$ cat config.mk
export PLATFORM = sky130hd
export DESIGN_NAME = raster_block_gen
export DESIGN_NICKNAME = d
export VERILOG_FILES = /design/src/rtl/raster_block_gen.sv
export SDC_FILE = /design/constraint.sdc
export NUM_CORES = 2
export LEC_CHECK = 0
export CORE_UTILIZATION = 30
export CTS_BUF_LIST = sky130_fd_sc_hd__clkbuf_8
export DETAILED_ROUTE_END_ITERATION = 12
export RECOVER_POWER = 25
export SETUP_SLACK_MARGIN = 0.5
export SLEW_MARGIN = 20
export SYNTH_ARGS = -nofsm -noshare
export SYNTH_HDL_FRONTEND = slang
export SYNTH_SLANG_ARGS = --single-unit
$ cat constraint.sdc
create_clock -name clk -period 14.3 [get_ports clk]
set_clock_uncertainty 0.15 [all_clocks]
set_input_delay 2.145 -clock clk [delete_from_list [all_inputs] [get_ports clk]]
set_output_delay 2.145 -clock clk [all_outputs]
set_load 0.05 [all_outputs]
$ cat src/rtl/raster_block_gen.sv
// Splits a tile into BSxBS blocks in raster order, dropping blocks outside the bbox or fully outside an edge.
// One SCAN cycle per block; accepted blocks are held on the output until ready_out (at most one per 2 cycles).
`timescale 1ns/1ps
`ifndef VX_RASTER_DIM_BITS
`define VX_RASTER_DIM_BITS 16
`endif
`ifndef VX_RASTER_PID_BITS
`define VX_RASTER_PID_BITS 16
`endif
`ifndef RASTER_DATA_BITS
`define RASTER_DATA_BITS 32
`endif

module raster_block_gen #(
  parameter int TILE_LOGSIZE  = 6,
  parameter int BLOCK_LOGSIZE = 5
) (
  input  logic                                            clk,
  input  logic                                            reset,
  input  logic                                            valid_in,
  output logic                                            ready_in,
  input  logic [`VX_RASTER_DIM_BITS-1:0]                  xloc_in,
  input  logic [`VX_RASTER_DIM_BITS-1:0]                  yloc_in,
  input  logic [`VX_RASTER_DIM_BITS-1:0]                  xmin_in,
  input  logic [`VX_RASTER_DIM_BITS-1:0]                  xmax_in,
  input  logic [`VX_RASTER_DIM_BITS-1:0]                  ymin_in,
  input  logic [`VX_RASTER_DIM_BITS-1:0]                  ymax_in,
  input  logic [`VX_RASTER_PID_BITS-1:0]                  pid_in,
  input  logic [2:0][2:0][`RASTER_DATA_BITS-1:0]          edges_in,
  output logic                                            valid_out,
  output logic [`VX_RASTER_DIM_BITS-1:0]                  xloc_out,
  output logic [`VX_RASTER_DIM_BITS-1:0]                  yloc_out,
  output logic [`VX_RASTER_DIM_BITS-1:0]                  xmin_out,
  output logic [`VX_RASTER_DIM_BITS-1:0]                  xmax_out,
  output logic [`VX_RASTER_DIM_BITS-1:0]                  ymin_out,
  output logic [`VX_RASTER_DIM_BITS-1:0]                  ymax_out,
  output logic [`VX_RASTER_PID_BITS-1:0]                  pid_out,
  output logic [2:0][2:0][`RASTER_DATA_BITS-1:0]          edges_out,
  input  logic                                            ready_out,
  output logic                                            busy_out
);

  localparam int DIM  = `VX_RASTER_DIM_BITS;
  localparam int DIM1 = DIM + 1;
  localparam int PID  = `VX_RASTER_PID_BITS;
  localparam int DW   = `RASTER_DATA_BITS;
  localparam int LD   = TILE_LOGSIZE - BLOCK_LOGSIZE;
  localparam int BS   = 1 << BLOCK_LOGSIZE;
  localparam int NBLK = 1 << (2 * LD);
  localparam int IW   = (LD > 0) ? 2 * LD : 1;
  localparam int CW   = (LD > 0) ? LD : 1;
  // Wide enough that c + 2*max(a,0)*(BS-1) can never overflow.
  localparam int EW   = DW + BLOCK_LOGSIZE + 2;

  typedef enum logic [1:0] {IDLE, SCAN, EMIT} state_t;

  state_t                  state_q, state_d;
  logic [IW-1:0]           bidx_q, bidx_d;
  logic [DIM-1:0]          xloc_q, xloc_d, yloc_q, yloc_d;
  logic [DIM-1:0]          xmin_q, xmin_d, xmax_q, xmax_d;
  logic [DIM-1:0]          ymin_q, ymin_d, ymax_q, ymax_d;
  logic [PID-1:0]          pid_q, pid_d;
  logic [2:0][2:0][DW-1:0] edges_q, edges_d;
  logic [DIM-1:0]          xb_out_q, xb_out_d, yb_out_q, yb_out_d;
  logic [2:0][2:0][DW-1:0] eblk_out_q, eblk_out_d;

  logic [CW-1:0]           bx, by;
  logic [DIM-1:0]          xb, yb;
  logic [DW-1:0]           dx, dy;
  logic [2:0][DW-1:0]      c_blk, a_pos, b_pos;
  logic [2:0][EW-1:0]      esum;
  logic                    edge_rej, bbox_rej, accept, last_blk;

  generate
    if (LD > 0) begin : g_multi
      assign bx = bidx_q[LD-1:0];
      assign by = bidx_q[2*LD-1:LD];
    end else begin : g_single
      assign bx = '0;
      assign by = '0;
    end
  endgenerate

  assign last_blk = (bidx_q == IW'(NBLK - 1));
  assign xb = xloc_q + (DIM'(bx) << BLOCK_LOGSIZE);
  assign yb = yloc_q + (DIM'(by) << BLOCK_LOGSIZE);
  assign dx = DW'(bx) << BLOCK_LOGSIZE;
  assign dy = DW'(by) << BLOCK_LOGSIZE;

  // Per-edge block c and the most-positive corner of the block for the reject test.
  always_comb begin
    c_blk    = '0;
    a_pos    = '0;
    b_pos    = '0;
    esum     = '0;
    edge_rej = 1'b0;
    for (int k = 0; k < 3; k++) begin
      c_blk[k] = edges_q[k][2] + edges_q[k][0] * dx + edges_q[k][1] * dy;
      a_pos[k] = edges_q[k][0][DW-1] ? '0 : edges_q[k][0];
      b_pos[k] = edges_q[k][1][DW-1] ? '0 : edges_q[k][1];
      esum[k]  = {{(EW-DW){c_blk[k][DW-1]}}, c_blk[k]}
               + EW'(a_pos[k]) * EW'(BS - 1)
               + EW'(b_pos[k]) * EW'(BS - 1);
      edge_rej = edge_rej | esum[k][EW-1];
    end
  end

  assign bbox_rej = (xb >= xmax_q)
                  | (({1'b0, xb} + DIM1'(BS)) <= {1'b0, xmin_q})
                  | (yb >= ymax_q)
                  | (({1'b0, yb} + DIM1'(BS)) <= {1'b0, ymin_q});
  assign accept   = !edge_rej && !bbox_rej;

  always_comb begin
    state_d    = state_q;
    bidx_d     = bidx_q;
    xloc_d     = xloc_q;
    yloc_d     = yloc_q;
    xmin_d     = xmin_q;
    xmax_d     = xmax_q;
    ymin_d     = ymin_q;
    ymax_d     = ymax_q;
    pid_d      = pid_q;
    edges_d    = edges_q;
    xb_out_d   = xb_out_q;
    yb_out_d   = yb_out_q;
    eblk_out_d = eblk_out_q;
    case (state_q)
      IDLE: begin
        if (valid_in) begin
          xloc_d  = xloc_in;
          yloc_d  = yloc_in;
          xmin_d  = xmin_in;
          xmax_d  = xmax_in;
          ymin_d  = ymin_in;
          ymax_d  = ymax_in;
          pid_d   = pid_in;
          edges_d = edges_in;
          bidx_d  = '0;
          state_d = SCAN;
        end
      end
      SCAN: begin
        if (accept) begin
          xb_out_d = xb;
          yb_out_d = yb;
          for (int k = 0; k < 3; k++) begin
            eblk_out_d[k][0] = edges_q[k][0];
            eblk_out_d[k][1] = edges_q[k][1];
            eblk_out_d[k][2] = c_blk[k];
          end
          state_d = EMIT;
        end else if (last_blk) begin
          state_d = IDLE;
        end else begin
          bidx_d = bidx_q + 1'b1;
        end
      end
      EMIT: begin
        if (ready_out) begin
          if (last_blk) begin
            state_d = IDLE;
          end else begin
            bidx_d  = bidx_q + 1'b1;
            state_d = SCAN;
          end
        end
      end
      default: state_d = IDLE;
    endcase
  end

  always_ff @(posedge clk) begin
    if (reset) begin
      state_q <= IDLE;
      bidx_q  <= '0;
    end else begin
      state_q <= state_d;
      bidx_q  <= bidx_d;
    end
  end

  // Payload registers carry no reset; they are only observed while valid_out is high.
  always_ff @(posedge clk) begin
    xloc_q     <= xloc_d;
    yloc_q     <= yloc_d;
    xmin_q     <= xmin_d;
    xmax_q     <= xmax_d;
    ymin_q     <= ymin_d;
    ymax_q     <= ymax_d;
    pid_q      <= pid_d;
    edges_q    <= edges_d;
    xb_out_q   <= xb_out_d;
    yb_out_q   <= yb_out_d;
    eblk_out_q <= eblk_out_d;
  end

  assign ready_in  = (state_q == IDLE);
  assign valid_out = (state_q == EMIT);
  assign busy_out  = (state_q != IDLE);
  assign xloc_out  = xb_out_q;
  assign yloc_out  = yb_out_q;
  assign edges_out = eblk_out_q;
  assign xmin_out  = xmin_q;
  assign xmax_out  = xmax_q;
  assign ymin_out  = ymin_q;
  assign ymax_out  = ymax_q;
  assign pid_out   = pid_q;

endmodule

==> results.txt <==
The shortest period the worst path allows came out at about 11 ns. The first global-routing pass estimated roughly 240000 um of wire. The worst setup path is launched from a flop. In this run the tightest slew margin relative to its limit is -9.403%.

The number of instances on the worst hold path is 0. The final routed wirelength across all metal layers came out at roughly 160000 um. The tool flagged a number of max-cap violations equal to 2.

For this design, the CTS-stage hold fixing added 0 buffers. The post-detailed-route via-to-cell ratio came out at 4.534. The first detailed-routing pass took 5 iterations. Of the cells placed in the final design, the portion with a size suffix greater than 1 is roughly 4.2%. After the first detailed-routing iteration, the DRC count stood at 1736. Once detail routing completed, the nets flagged for antenna violations numbered 0.

The synthesized area divided by synthesized cell count came out at around 12 sq um. Setup repair after global routing left no endpoint under its margin. Once detailed placement completed, the half-perimeter wirelength came to approximately 130000 um. The count of unresolved DRC violations after routing is 0. The total area inside the core boundary comes to roughly 200000 sq um. The count of buffer and inverter cells on the critical path is 7. The final critical-path share of the clock period is 79.24%.

The number of gates resized after cts is 0. The area growth from synthesis to final layout is 23.41%. The initial antenna violation count came out at 19. The top flip-flop cell by instance count after synthesis is sky130_fd_sc_hd__edfxtp_1. The post-CTS setup buffer count is 0.

The longest clock path from root to sink contains 3 buffers. The total number of vias came out at ~40000. The via count of the first global-routing pass came out at 42250. The number of fill cells is 19180. Synthesis produced a netlist with a net count of between 6000 and 7000. The run finished, with violations left. On the critical path, the stage with the largest delay is an instance of sky130_fd_sc_hd__clkbuf_1. The worst setup path is captured at a flop. The max-slew violation total from the final report came out at 76. The delay of the slowest cell on the worst path is around 1.2 ns.

The number of cells traversed by the worst register-to-register path is 31. After synthesis, the cell types taking the most area are sky130_fd_sc_hd__edfxtp_1 36%, sky130_fd_sc_hd__fa_1 23%, sky130_fd_sc_hd__ha_1 11%, sky130_fd_sc_hd__inv_1 6.4%, sky130_fd_sc_hd__xnor2_1 2.9%. The final estimated routing congestion in global placement is ~0.87. The final hold slack came out at about 0.30 ns.

The worst-skew pair later-pin latency came out at roughly 0.89 ns. TritonCTS created 136 clock buffers. The final sum of negative setup slack came out at 0 ns.

The final global-route overflow total came out at 0. The clock slew at the register clock pins of the worst setup and hold paths came out at approximately 0.06 ns. Row generation in the floorplan step produced 163 rows. The maximum fanout encountered on the critical timing path came out at 86. The die is between 400 and 500 um tall.

The cell count after synthesis came out at around 5200. The first element of the critical path is edges_q[127]$_DFFE_PP_. The leading cell type in the layout, fill and taps excluded is sky130_fd_sc_hd__inv_1.

The class of the tightest hold or removal check is reg2reg. The number of H-tree branching levels is 4. Setup violations remaining at the end of the flow were counted as 0. The sink count of the clock tree came out at 724. Once placement completed, the tool counted placed cells totaling roughly 8600. Synthesis instantiated a little over 100 different standard cells from the library. The combined area of all synthesized cells came out at between 50000 and 60000 sq um.

The worst path arrival time is around 12 ns. Clock tree synthesis selected as its root buffer the cell sky130_fd_sc_hd__clkbuf_8. The number of hold violations in the final report came to 0. sky130_fd_sc_hd__edfxtp_1 takes more of the synthesized area than any other cell. The share of the Yosys chip area taken by registers is a little over a third. At the worst endpoint, the required time is around 15 ns.

The kind of cell with the highest combined delay along the critical path is compound AO/OA/AOI/OAI gates. The number of primary I/O pins is slightly above 800. The horizontal extent of the die came out at 448.4 um. The routed wire length per instance came out at 17.93 um. For this run, the post-layout net count is roughly 7700.

The count of buffers inserted at the top-level ports came out at about 800. The checks that failed: capacitance limit, slew limit. The floorplan die area came out at 201100 sq um. For this run, the top clock speed supported by timing is between 80 and 90 MHz. The critical path is of the reg2reg type. TritonCTS built the clock tree.

The total stage count of the critical path is 31. The top cell types in the final layout, fill and taps aside, are 1051 x sky130_fd_sc_hd__inv_1, 720 x sky130_fd_sc_hd__edfxtp_1, 678 x sky130_fd_sc_hd__fa_1. The finished layout holds 8822 standard cells, fillers aside. The number of flops mapped to enable cells by yosys came out at 720. The total of flip-flops plus latches after synthesis is roughly 720. The actual transition at the worst max-transition pin came out at 1.641 ns. The worst hold path startpoint is xloc_q[0]$_DFFE_PP_. The initial standard-cell utilization of the core is a little under a third. The pin count of the biggest net entering global routing came out at 143.

The startpoint identified for the worst register-to-register timing path is edges_q[127]$_DFFE_PP_. The count of yosys warnings during synthesis is 0. The async set or reset register ratio after synthesis is 0%. The global routing usage summed across all routing layers came out at about 16%.

The top cell type by area accounts for 36.17% of the synthesized area. The post-layout utilization of the core is around 37%.
==> stage by stage <==
stage,setup WS [ns],cell area [sq um]
final,2.969,73780
after global routing,2.143,73770
after CTS,3.640,73750
after detailed placement,3.720,71120
after global placement,3.882,71120
after floorplan,2.259,59780
==> cells in the mapped netlist, types with 85 or more instances <==
cell type and instances:
sky130_fd_sc_hd__inv_1 1018, sky130_fd_sc_hd__edfxtp_1 720, sky130_fd_sc_hd__fa_1 678, sky130_fd_sc_hd__ha_1 525, sky130_fd_sc_hd__a21oi_1 251, sky130_fd_sc_hd__xnor2_1 195, sky130_fd_sc_hd__nand2b_1 174, sky130_fd_sc_hd__nor2_1 170
sky130_fd_sc_hd__and2_1 168, sky130_fd_sc_hd__a21o_1 160, sky130_fd_sc_hd__nand2_1 134, sky130_fd_sc_hd__o21ai_0 127, sky130_fd_sc_hd__xor2_1 114, sky130_fd_sc_hd__nor2b_1 85
==> layout make-up <==
cell class,count,area [sq um],area share (%)
Sequential cell,724,21700,29.42
Multi-Input combinational cell,3369,34050,46.15
Clock inverter,102,716.9,0.9718
Tap cell,2640,3303,4.477
Antenna cell,6,15.01,0.02035
Clock buffer,139,1913,2.593
Timing Repair Buffer,823,8250,11.18
Inverter,1019,3825,5.184
==> cells by family after synthesis <==
logic type / Yosys count / share of synthesized area, %
AOI/OAI and AO/OA: 846 / 9.435
xor gates and xnor gates: 312 / 4.609
adders and majority gates: 1204 / 33.71
buffers and inverters: 1072 / 6.750
DFF: 724 / 36.30
muxes: 3 / 0.05023
and+or+nand+nor: 1004 / 9.146
==> routing by layer <==
metal	GRT usage, %	up-vias	routed length, um
met5	0	-	27
met4	4.307	4	3918
met3	2.959	196	7670
met2	28.79	943	82820
met1	18.92	19690	63780
li1	-	19160	-
==> path summary, 6_finish.rpt <==
path / endpoint / slack (ns)
min: xloc_out[0]$_DFFE_PP_ / 0.30
max reg2reg: edges_out[180]$_DFFE_PP_ / 2.97
min reg2reg: xloc_out[0]$_DFFE_PP_ / 0.30
max: edges_out[180]$_DFFE_PP_ / 2.97
Power is not shown: default switching activity piles up to over one toggle a cycle in this logic, so the estimate is an artifact.
